## src/rtl/fifo_pkg.sv

```systemverilog
// Shared definitions for the 128-bit sync FIFO and its read-side unpacker.
package fifo_pkg;

  localparam int unsigned FIFO_DATA_W = 128;
  localparam int unsigned UNPK_OUT_W  = 32;

  typedef enum logic [1:0] {
    IDLE,
    WAIT,
    SEND
  } unpk_state_t;

endpackage

```

## src/rtl/fifo_rd_unpacker.sv

```systemverilog
// Read-side unpacker: pops one FIFO word at a time and streams it out as OUT_W-bit beats,
// least-significant lane first, with at most one read outstanding.
module fifo_rd_unpacker
  import fifo_pkg::*;
#(
  parameter int unsigned DATA_W = FIFO_DATA_W,
  parameter int unsigned OUT_W  = UNPK_OUT_W,
  parameter int unsigned CNT_W  = 16
) (
  input  logic              clk,
  input  logic              reset,
  input  logic              i_en,
  input  logic              i_fifo_empty,
  input  logic [DATA_W-1:0] i_fifo_rddata,
  output logic              o_fifo_rden,
  output logic              o_valid,
  input  logic              i_ready,
  output logic [OUT_W-1:0]  o_data,
  output logic              o_last,
  output logic              o_busy,
  output logic [CNT_W-1:0]  o_word_cnt
);

  localparam int unsigned LANES  = DATA_W / OUT_W;
  localparam int unsigned LANE_W = (LANES > 1) ? $clog2(LANES) : 1;
  localparam logic [LANE_W-1:0] LAST_LANE = LANE_W'(LANES - 1);

  if (((DATA_W % OUT_W) != 0) || (DATA_W < OUT_W)) begin : g_width_check
    $error("fifo_rd_unpacker: DATA_W must be a non-zero multiple of OUT_W");
  end

  unpk_state_t       state_q, state_d;
  logic [DATA_W-1:0] hold_q, hold_d;
  logic [LANE_W-1:0] lane_q, lane_d;
  logic [CNT_W-1:0]  cnt_q, cnt_d;
  logic              rden;
  logic              valid;

  always_ff @(posedge clk or posedge reset) begin
    if (reset) begin
      state_q <= IDLE;
      hold_q  <= '0;
      lane_q  <= '0;
      cnt_q   <= '0;
    end else begin
      state_q <= state_d;
      hold_q  <= hold_d;
      lane_q  <= lane_d;
      cnt_q   <= cnt_d;
    end
  end

  always_comb begin
    state_d = state_q;
    hold_d  = hold_q;
    lane_d  = lane_q;
    cnt_d   = cnt_q;
    rden    = 1'b0;
    valid   = 1'b0;
    unique case (state_q)
      IDLE: begin
        rden = i_en & ~i_fifo_empty;
        if (rden) state_d = WAIT;
      end
      // Read data arrives the cycle after rden; capture it unconditionally.
      WAIT: begin
        hold_d  = i_fifo_rddata;
        lane_d  = '0;
        state_d = SEND;
      end
      SEND: begin
        valid = 1'b1;
        if (i_ready) begin
          if (lane_q == LAST_LANE) begin
            cnt_d   = cnt_q + CNT_W'(1);
            rden    = i_en & ~i_fifo_empty;
            state_d = rden ? WAIT : IDLE;
          end else begin
            lane_d = lane_q + LANE_W'(1);
          end
        end
      end
      default: state_d = IDLE;
    endcase
  end

  // rden is a Mealy output, so it must be masked while the state is being reset.
  assign o_fifo_rden = rden & ~reset;
  assign o_valid     = valid;
  assign o_data      = hold_q[lane_q*OUT_W +: OUT_W];
  assign o_last      = valid & (lane_q == LAST_LANE);
  assign o_busy      = (state_q != IDLE);
  assign o_word_cnt  = cnt_q;

endmodule

```

## config.mk

```make
export PLATFORM = sky130hd
export DESIGN_NAME = fifo_rd_unpacker
export DESIGN_NICKNAME = d
export VERILOG_FILES = /design/src/rtl/fifo_pkg.sv /design/src/rtl/fifo_rd_unpacker.sv
export SDC_FILE = /design/constraint.sdc
export NUM_CORES = 1
export LEC_CHECK = 0
export BUFFER_PORTS_ARGS = -buffer_cell sky130_fd_sc_hd__clkbuf_2
export CAP_MARGIN = 20
export CORE_UTILIZATION = 58
export CTS_BUF_LIST = sky130_fd_sc_hd__clkbuf_4
export CTS_CLUSTER_DIAMETER = 40
export DETAILED_ROUTE_END_ITERATION = 10
export PLACE_DENSITY = 0.86
export SLEW_MARGIN = 20
export SYNTH_ARGS = -nofsm -noshare
export SYNTH_HDL_FRONTEND = slang
export SYNTH_SLANG_ARGS = --single-unit
```

## constraint.sdc

```tcl
create_clock -name clk -period 7.85 [get_ports clk]
set_input_delay 0.3925 -clock clk [delete_from_list [all_inputs] [get_ports clk]]
set_output_delay 0.3925 -clock clk [all_outputs]
set_load 0.01 [all_outputs]
```

==> implementation parameters, run 1 <==
Parameter                              Value

Yosys
  Flops & latches, synth ... 148
  Distinct cells, synth ... 31
  Ys Warns ... 0
  Synth Cell Area ... 6570 um2
  Post-Synthesis Net Count ... 538
  Synthesized area per cell ... 16.3 um2
  Synthesized netlist cell count ... 403
  Post-synthesis sequential area ratio ... 0.563

Clock network
  H-tree lvl count ... 4
  Root buffer cell ... sky130_fd_sc_hd__clkbuf_4
  Number of buffers created by CTS ... 17
  Number of sinks driven by the clock tree ... 148
  # resized after CTS ... 0
  CTS tree ... done
  Reg clk slew, reported paths ... 120 ps
  Worst skew pair latency ... 540 ps
  Maximum root-to-sink buffer count ... 2
  Post-CTS Hold Buffers ... 1
  Postcts setup bufs ... 0

Outcome
  Status ... finished clean

Floorplanning
  Initial Util ... 0.601
  Core footprint ... 10900 um2
  Standard-cell row count ... 38
  Floorplan die width ... 108 um
  Die Footprint ... 11800 um2
  Die span in y ... 108 um
  Top Ports ... 185

Timing
  Count of endpoints failing setup in the final report ... 0
  Worst rel slew slack ... 0.346
  Final-report max-slew violation count ... 0
  Number of hold violations in the final report ... 0
  Transition time at the pin with the least slew margin ... 981 ps
  Highest clock frequency the design can meet ... 0.287 GHz
  Unrepaired setup endpoints after global routing ... no
  Final setup TNS ... 0 ps
  Period utilisation layout ... 0.443
  Largest clock skew in the final design ... 10.6 ps
  Setup WS post-layout ... 4370 ps
  Minimum period implied by the final worst setup slack ... 3480 ps
  Worst hold-check slack ... 68.0 ps

Power
  Ratio of total power to cell area ... 367 nW/um2
  Leakage power ... 3.65 nW
  Maximum ir drop on the vdd rail ... 220 uV

Final layout
  Flip-flop and latch area ... 3710 um2
  Post-layout nets ... 722
  Footprint of the multi-input gates ... 2650 um2
  Count of antenna diodes in the layout ... 0
  Commonest cells after routing, fill and taps aside ... 184 x sky130_fd_sc_hd__clkbuf_2, 146 x sky130_fd_sc_hd__dfrtp_1, 129 x sky130_fd_sc_hd__mux2_2
  Most common cell after layout, fill and taps aside ... sky130_fd_sc_hd__clkbuf_2
  Fraction of final layout cells sized beyond drive strength 1 ... 0.645
  Fillers ... 765
  Relative area change from synthesis to final layout ... 18.4%
  Count of placed standard cells in the final layout, fillers left out ... 740

Worst hold path
  Min-Delay Startpoint ... i_fifo_rddata[89]
  Worst Hold Path EP ... hold_q[89]
  Type of the worst min-delay path ... in -> reg
  Worst hold path depth ... 2

Routing
  Starting DRC count in detailed routing ... 197
  Vias per Instance ... 5.49
  Antenna-violating nets left ... 0
  DR pass1 iterations ... 4
  Via Count ... 4060
  Total DRC errors in the routed layout ... 0
  Total Routed Length ... 12900 um
  Detailed-route wire length per cell ... 17.5 um

GRT
  Overall Global Routing Usage ... 0.241
  Antenna violations before repair ... 0
  Vias in the first global route ... 4359
  Total grt overflow ... 0
  Pin count of the biggest net entering global routing ... 76
  Global-route wire length before repair ... 21100 um

Critical path
  Crit path capture type ... output pin
  Flop-to-flop setup slack ... 5160 ps
  Type of the worst setup path ... reg -> out
  Req. time, crit path ... 7460 ps
  Worst r2r dst ... hold_q[102]
  Number of cells traversed by the worst register-to-register path ... 3
  Start of the worst register-to-register path ... state_q[1]
  Data arrival, critical path ... 3090 ps
  Highest fanout seen on the critical path ... 19
  Critical path launch point type ... register

Place
  Count of port buffers added during placement ... 184
  Routability-driven placement congestion ratio ... 0.812
  Worst setup timing slack at the placement stage ... 4920 ps
  Placed instance count ... 707
  HPWL after detailed placement ... 8940 um

Job
  Max Cap Viol ... 0
## logic make-up (layout without fill, tap and decap cells)
group / count (synthesis) / count (layout) / synth area share
adder cells (fa/ha/maj): 2 / 2 / 0.00381
multiplexers: 161 / 161 / 0.331
AND/OR/NAND/NOR: 42 / 42 / 0.0404
AO/OA/AOI/OAI: 8 / 8 / 0.00723
XOR/XNOR: 15 / 15 / 0.0200
buffers and inverters: 27 / 224 / 0.0345
flip-flops: 148 / 148 / 0.563
## synthesized netlist by cell type (all sizes together)
library cell | n | share of area
nor2b | 4 | 0.0038
and2 | 1 | 0.00095
mux2 | 129 | 0.22
or2 | 1 | 0.00095
nor2 | 3 | 0.0017
inv | 4 | 0.0023
buf | 23 | 0.032
nand4b | 1 | 0.0036
xor2 | 6 | 0.0080
a21oi | 2 | 0.0015
a31oi | 1 | 0.00095
nand2 | 11 | 0.0063
o21ai | 3 | 0.0023
a2111oi | 1 | 0.0013
mux4 | 32 | 0.11
a21boi | 1 | 0.0011
and2b | 1 | 0.0011
ha | 2 | 0.0038
and3 | 2 | 0.0034
nand4 | 4 | 0.0038
nand3 | 5 | 0.0046
and3b | 1 | 0.0015
dfrtp | 148 | 0.56
xnor2 | 9 | 0.012
nand2b | 2 | 0.0023
nor3 | 6 | 0.0063
## report_power, final
| group | internal, mW | switching [mW] | total, mW |
|---|---|---|---|
| sequential | 1.11 | 0.226 | 1.34 |
| combinational | 0.657 | 0.389 | 1.05 |
| clock | 0.221 | 0.258 | 0.479 |
| total | 1.99 | 0.873 | 2.86 |
## final cells by class
class | instances | share of cell area
clock buffer | 19 | 0.0183
clock inverter | 13 | 0.0180
inverter | 4 | 0.00257
multi-input combinational | 228 | 0.340
sequential | 148 | 0.476
tap | 140 | 0.0225
timing repair buffer | 188 | 0.122
## state kept, by name, indices dropped and copies added, names as in the netlist
register and count:
hold_q 128, lane_q 2, o_word_cnt 16, state_q 2
## worst max-delay path, stage by stage, from the launching register on
cell and delay, ps:
sky130_fd_sc_hd__dfrtp_2 730, sky130_fd_sc_hd__buf_4 440, sky130_fd_sc_hd__ha_1 320, sky130_fd_sc_hd__nand2_1 90, sky130_fd_sc_hd__a2111oi_0 710, sky130_fd_sc_hd__clkbuf_2 250
## metal layers
metal / vias up / wire (um) / global-route usage
met5: - / 0 / 0
met4: 0 / 294 / 0.0994
met3: 24 / 874 / 0.0778
met2: 139 / 6430 / 0.387
met1: 2047 / 5340 / 0.303
li1: 1850 / - / -
## worst max path at each step
stage	start	end
after floorplan	reset	hold_q[0]
after CTS	lane_q[0]	o_fifo_rden
final	lane_q[0]	o_fifo_rden
after global routing	lane_q[0]	o_fifo_rden
after global placement	lane_q[0]	o_fifo_rden
after detailed placement	lane_q[0]	o_fifo_rden
## metrics by stage
stage	power (mW)	cell area (um2)	utilization
after floorplan	2.09	6570	-
after CTS	2.89	7780	0.712
after detailed placement	2.41	7490	0.685
final	2.86	7780	0.712
after global routing	3.05	7780	0.712
after global placement	2.34	7490	0.685
No activity file was read; power rests on OpenSTA's default activity.
==> inputs of run 2 (changes only) <==
--- a/config.mk
+++ b/config.mk
@@ -7,11 +7,11 @@
 export LEC_CHECK = 0
 export BUFFER_PORTS_ARGS = -buffer_cell sky130_fd_sc_hd__clkbuf_2
 export CAP_MARGIN = 20
-export CORE_UTILIZATION = 58
+export CORE_UTILIZATION = 54
 export CTS_BUF_LIST = sky130_fd_sc_hd__clkbuf_4
 export CTS_CLUSTER_DIAMETER = 40
 export DETAILED_ROUTE_END_ITERATION = 10
-export PLACE_DENSITY = 0.86
+export PLACE_DENSITY = 0.8
 export SLEW_MARGIN = 20
 export SYNTH_ARGS = -nofsm -noshare
 export SYNTH_HDL_FRONTEND = slang
==> constraint.sdc (replaced) <==
create_clock -name clk -period 3.32 [get_ports clk]
set_input_delay 0.166 -clock clk [delete_from_list [all_inputs] [get_ports clk]]
set_output_delay 0.166 -clock clk [all_outputs]
set_load 0.01 [all_outputs]
==> implementation parameters, run 2 (synthesis results as in run 1) <==
Parameter                              Value

Routing
  Via Count ... 4695 (+16%)
  Detailed-route wire length per cell ... 18.3 um (+4.9%)
  Total Routed Length ... 16000 um (+24%)
  Starting DRC count in detailed routing ... 302 (+53%)
  Total DRC errors in the routed layout ... 9 (+9)
  DR pass1 iterations ... 10 (+6)
  Antenna-violating nets left ... 0 (unchanged)
  Vias per Instance ... 5.37 (-2.2%)

Final layout
  Most common cell after layout, fill and taps aside ... sky130_fd_sc_hd__clkbuf_2
  Post-layout nets ... 856 (+19%)
  Register name with the most flops ... hold_q
  Commonest cells after routing, fill and taps aside ... 184 x sky130_fd_sc_hd__clkbuf_2, 146 x sky130_fd_sc_hd__dfrtp_1, 131 x sky130_fd_sc_hd__dlygate4sd3_1
  Fraction of final layout cells sized beyond drive strength 1 ... 0.534 (-0.111)
  Count of antenna diodes in the layout ... 0 (unchanged)
  Relative area change from synthesis to final layout ... 38.3%
  Largest register FFs ... 128 (unchanged)
  Fillers ... 671 (-12%)

Clock network
  Worst skew pair latency ... 540 ps (about the same)
  Number of buffers created by CTS ... 17 (unchanged)
  # resized after CTS ... 0 (unchanged)
  Reg clk slew, reported paths ... 110 ps (about the same)
  CTS tree ... done
  Postcts setup bufs ... 0 (unchanged)
  Maximum root-to-sink buffer count ... 2 (unchanged)
  Root buffer cell ... sky130_fd_sc_hd__clkbuf_4
  Number of sinks driven by the clock tree ... 148 (unchanged)
  H-tree lvl count ... 4 (unchanged)

Critical path
  Type of the worst setup path ... reg -> out
  Critical path launch point type ... register
  Number of cells traversed by the worst register-to-register path ... 3 (unchanged)
  Highest fanout seen on the critical path ... 21 (+2)
  Data arrival, critical path ... 2440 ps (-650 ps)
  Crit path capture type ... output pin
  Req. time, crit path ... 3150 ps (-4310 ps)

GRT
  Vias in the first global route ... 5409 (+24%)
  Antenna violations before repair ... 0 (unchanged)
  Overall Global Routing Usage ... 0.274 (+0.0330)
  Total grt overflow ... 0 (unchanged)
  Global-route wire length before repair ... 26300 um (+24%)
  Pin count of the biggest net entering global routing ... 77 (+1.3%)

Timing
  Unrepaired setup endpoints after global routing ... no
  Transition time at the pin with the least slew margin ... 849 ps (-133 ps)
  Worst hold-check slack ... 51.8 ps (-16.2 ps)
  Worst rel slew slack ... 0.433 (+0.0872)
  Largest clock skew in the final design ... 11.8 ps (+1.19 ps)
  Highest clock frequency the design can meet ... 0.383 GHz
  Setup WS post-layout ... 709 ps (-3660 ps)
  Number of hold violations in the final report ... 0 (unchanged)
  Final setup TNS ... 0 ps (unchanged)
  Minimum period implied by the final worst setup slack ... 2610 ps
  Final-report max-slew violation count ... 0 (unchanged)
  Count of endpoints failing setup in the final report ... 0 (unchanged)
  Period utilisation layout ... 0.786

Power
  Total power after layout ... 6.90 mW (+140%)
  Ratio of total power to cell area ... 759 nW/um2 (+110%)
  Leakage power ... 4.20 nW (+15%)
  Maximum ir drop on the vdd rail ... 496 uV (+130%)

Floorplanning
  Die span in y ... 112 um (+3.6%)
  Top Ports ... 185 (unchanged)
  Core footprint ... 11700 um2 (+6.6%)
  Standard-cell row count ... 39 (+2.6%)
  Floorplan die width ... 112 um (+3.6%)
  Die Footprint ... 12600 um2 (+7.3%)
  Initial Util ... 0.564 (-0.0375)

Worst hold path
  Worst hold path depth ... 3 (+1)
  Type of the worst min-delay path ... in -> reg

Place
  Worst setup timing slack at the placement stage ... 1200 ps (-3710 ps)
  Routability-driven placement congestion ratio ... 0.784 (-3.5%)
  Count of port buffers added during placement ... 184 (unchanged)
  HPWL after detailed placement ... 9570 um (+7.1%)

Outcome
  Failing checks ... DRC
  Status ... finished, violations left

Job
  Max Cap Viol ... 0 (unchanged)
## run 2: changes by cell type in the layout (fill, tap and decap cells not counted)
cell                            previous run  this run
sky130_fd_sc_hd__dlygate4sd3_1             1       131
sky130_fd_sc_hd__clkinv_2                  4         5
sky130_fd_sc_hd__bufinv_16                 3         1
sky130_fd_sc_hd__clkinvlp_4                2         1
sky130_fd_sc_hd__clkbuf_4                 19        22
sky130_fd_sc_hd__buf_12                    0         2
sky130_fd_sc_hd__buf_4                     3         5
sky130_fd_sc_hd__inv_6                     1         0
sky130_fd_sc_hd__clkinv_1                  4         2
## run 2: layout make-up
type,count,area [um2],share of cell area
well taps,143,179,0.0197
flip-flops and latches,148,3710,0.408
inverters,4,18.8,0.00206
clock inverters,8,62.6,0.00688
clock buffers,22,165,0.0182
repair buffers,322,2310,0.254
multi-input cells,228,2650,0.291
## run 2: per-layer routing
metal | vias up | wire [um] | track usage
met5 | - | 0 | 0
met1 | 2333 | 5950 | 0.306
met2 | 192 | 8650 | 0.494
li1 | 2117 | - | -
met4 | 0 | 547 | 0.132
met3 | 53 | 896 | 0.0643
## run 2: worst paths after layout
kind	start	endpoint	slack (ps)
max	lane_q[0]	o_data[24]	710
min	i_ready	o_word_cnt[0]	50
max reg2reg	state_q[1]	hold_q[12]	1200
min reg2reg	o_word_cnt[15]	o_word_cnt[15]	490
max in group asynchronous	reset	hold_q[62]	2040
min in group asynchronous	reset	hold_q[114]	350
## run 2: power breakdown
| group | leakage [nW] | switching [mW] | total [mW] | internal [mW] |
|---|---|---|---|---|
| logic | 2.31 | 1.04 | 2.71 | 1.67 |
| registers | 1.76 | 0.578 | 3.21 | 2.63 |
| clock network | 0.138 | 0.589 | 0.983 | 0.394 |
| total | 4.20 | 2.21 | 6.90 | 4.69 |
## run 2: what timing repair did
| action | 4_1_cts | 5_1_grt |
|---|---|---|
| hold buffers | 131 | 0 |
| hold endpoints to repair | 166 | 0 |
| setup endpoints to repair | 0 | 0 |
## run 2: worst max-delay path: stages, from the launching register on
cell                       delay, ps
sky130_fd_sc_hd__dfrtp_2         770
sky130_fd_sc_hd__buf_4           430
sky130_fd_sc_hd__mux4_2          550
sky130_fd_sc_hd__clkbuf_2        150
## run 2: per-stage QoR
step | cells | cell area [um2] | util
2_1_floorplan | 403 | 6580 | -
3_3_place_gp | 714 | 7550 | 0.647
3_5_place_dp | 714 | 7550 | 0.647
4_1_cts | 875 | 9090 | 0.779
5_1_grt | 875 | 9090 | 0.779
6_report | 875 | 9090 | 0.779
==> inputs of run 3 (changes only) <==
==> constraint.sdc (replaced) <==
create_clock -name clk -period 2.6 [get_ports clk]
set_input_delay 0.13 -clock clk [delete_from_list [all_inputs] [get_ports clk]]
set_output_delay 0.13 -clock clk [all_outputs]
set_load 0.01 [all_outputs]
==> implementation parameters, run 3 (synthesis results as in run 1) <==
Parameter                              Value

Critical path
  Cells traversed along the worst timing path ... buf_4 -> mux4_2 -> clkbuf_2
  Crit path capture type ... output pin
  Kind of cell adding the most delay to the critical path ... buffers and inverters
  Data arrival, critical path ... 2120 ps (-320 ps)
  Slowest Stage Delay on Critical Path ... 580 ps (-190 ps)
  Type of the worst setup path ... reg -> out
  Cell with the largest stage delay on the worst path ... sky130_fd_sc_hd__mux4_2
  Highest fanout seen on the critical path ... 34 (+62%)
  Buffering stage count on the worst path with inverters included ... 2 (unchanged)
  Critical path launch point type ... register
  Req. time, crit path ... 2470 ps (-680 ps)

Floorplanning
  Top Ports ... 185 (unchanged)
  Die span in y ... 112 um (unchanged)
  Die Footprint ... 12600 um2 (unchanged)
  Initial Util ... 0.564 (unchanged)
  Floorplan die width ... 112 um (unchanged)
  Core footprint ... 11700 um2 (unchanged)
  Standard-cell row count ... 39 (unchanged)

Place
  HPWL after detailed placement ... 9110 um (-4.8%)
  Worst setup timing slack at the placement stage ... 690 ps (-514 ps)
  Placed instance count ... 716 (+0.28%)
  Count of port buffers added during placement ... 184 (unchanged)
  Routability-driven placement congestion ratio ... 0.796 (+1.5%)

Final layout
  Post-layout nets ... 860 (+0.47%)
  Final core utilization ... 0.780 (about the same)
  Relative area change from synthesis to final layout ... 38.4% (about the same)
  Fillers ... 690 (+2.8%)
  Commonest cells after routing, fill and taps aside ... 184 x sky130_fd_sc_hd__clkbuf_2, 146 x sky130_fd_sc_hd__dfrtp_1, 133 x sky130_fd_sc_hd__dlygate4sd3_1
  Most common cell after layout, fill and taps aside ... sky130_fd_sc_hd__clkbuf_2
  Count of placed standard cells in the final layout, fillers left out ... 879 (+0.46%)
  Count of antenna diodes in the layout ... 0 (unchanged)
  Largest register FFs ... 128 (unchanged)
  Register name with the most flops ... hold_q
  Fraction of final layout cells sized beyond drive strength 1 ... 0.530 (-0.00426)

Routing
  Via Count ... 4607 (-1.9%)
  Detailed-route wire length per cell ... 17.7 um (-3.4%)
  DR pass1 iterations ... 7 (-3)
  Vias per Instance ... 5.24 (-2.3%)
  Total Routed Length ... 15600 um (-2.9%)
  Total DRC errors in the routed layout ... 11 (+2)
  Starting DRC count in detailed routing ... 170 (-44%)
  Antenna-violating nets left ... 0 (unchanged)

Clock network
  Reg clk slew, reported paths ... 100 ps (about the same)
  Number of sinks driven by the clock tree ... 148 (unchanged)
  # resized after CTS ... 0 (unchanged)
  Maximum root-to-sink buffer count ... 2 (unchanged)
  Worst skew pair latency ... 540 ps (about the same)
  Post-CTS Hold Buffers ... 133 (+1.5%)
  Postcts setup bufs ... 0 (unchanged)
  CTS tree ... done
  Root buffer cell ... sky130_fd_sc_hd__clkbuf_4
  Number of buffers created by CTS ... 17 (unchanged)
  H-tree lvl count ... 4 (unchanged)

Timing
  Period utilisation layout ... 0.864
  Worst rel slew slack ... 0.589 (+0.156)
  Minimum period implied by the final worst setup slack ... 2250 ps
  Transition time at the pin with the least slew margin ... 601 ps (-247 ps)
  Final-report max-slew violation count ... 0 (unchanged)
  Largest clock skew in the final design ... 26.9 ps (+15.1 ps)
  Highest clock frequency the design can meet ... 0.445 GHz
  Count of endpoints failing setup in the final report ... 0 (unchanged)
  Unrepaired setup endpoints after global routing ... no
  Final setup TNS ... 0 ps (unchanged)
  Number of hold violations in the final report ... 0 (unchanged)
  Setup WS post-layout ... 353 ps (-356 ps)
  Worst hold-check slack ... 85.3 ps (+33.5 ps)

GRT
  Vias in the first global route ... 5242 (-3.1%)
  Total grt overflow ... 0 (unchanged)
  Antenna violations before repair ... 0 (unchanged)
  Pin count of the biggest net entering global routing ... 74 (-3.9%)
  Most crowded layer after global routing ... met2
  Overall Global Routing Usage ... 0.272 (-0.00187)
  Global-route wire length before repair ... 26000 um (-1.2%)
  Fraction of met3 tracks used by global routing ... 0.0691 (+0.00486)
  Met2 GRT Util ... 0.475 (-0.0190)
  Met1 usage ... 0.320 (+0.0138)

Power
  Ratio of total power to cell area ... 954 nW/um2 (+26%)
  Maximum ir drop on the vdd rail ... 637 uV (+28%)
  Leakage power ... 4.20 nW (about the same)

Job
  Max Cap Viol ... 0 (unchanged)

Outcome
  Status ... finished, violations left
  Failing checks ... DRC

Worst hold path
  Type of the worst min-delay path ... in -> async
-- run 3: where the power goes --
part,switching [mW],internal [mW]
Sequential,0.593,3.36
Clock,0.759,0.389
Combinational,1.44,2.14
-- run 3: layout make-up --
class / count / area [um2] / area share
tap: 143 / 179 / 0.0197
timing repair buffer: 326 / 2340 / 0.258
multi-input combinational: 228 / 2650 / 0.291
clock inverter: 9 / 41.3 / 0.00454
clock buffer: 21 / 158 / 0.0173
sequential: 148 / 3710 / 0.407
inverter: 4 / 18.8 / 0.00206
-- run 3: metal layers --
metal	part of all wire	vias up
met4	0.028	0
met1	0.39	2294
met3	0.057	36
met5	0	-
li1	-	2118
met2	0.53	159
-- run 3: worst register-to-register path, stage by stage, from the launching register on --
cell and delay, ps:
sky130_fd_sc_hd__dfrtp_1 570, sky130_fd_sc_hd__nand2b_4 430, sky130_fd_sc_hd__buf_12 380, sky130_fd_sc_hd__mux2_2 460
-- run 3: worst paths after layout --
path | start | to | slack, ps | cells after the start
worst max-delay path | lane_q[1] | o_data[1] | 350 | 3
worst min-delay path | reset | state_q[1] | 90 | 3
worst max register to register | state_q[1] | hold_q[49] | 660 | 3
worst min register to register | o_word_cnt[15] | o_word_cnt[15] | 480 | 1
max in group asynchronous | reset | hold_q[100] | 1790 | 4
min in group clk | i_fifo_rddata[65] | hold_q[65] | 350 | 3
-- run 3: metrics by stage --
stage,total power [mW],area [um2]
floorplan,6.32,6580
global placement,7.12,7560
detailed placement,7.32,7560
CTS,8.60,9090
global route,9.19,9090
finish,8.68,9090
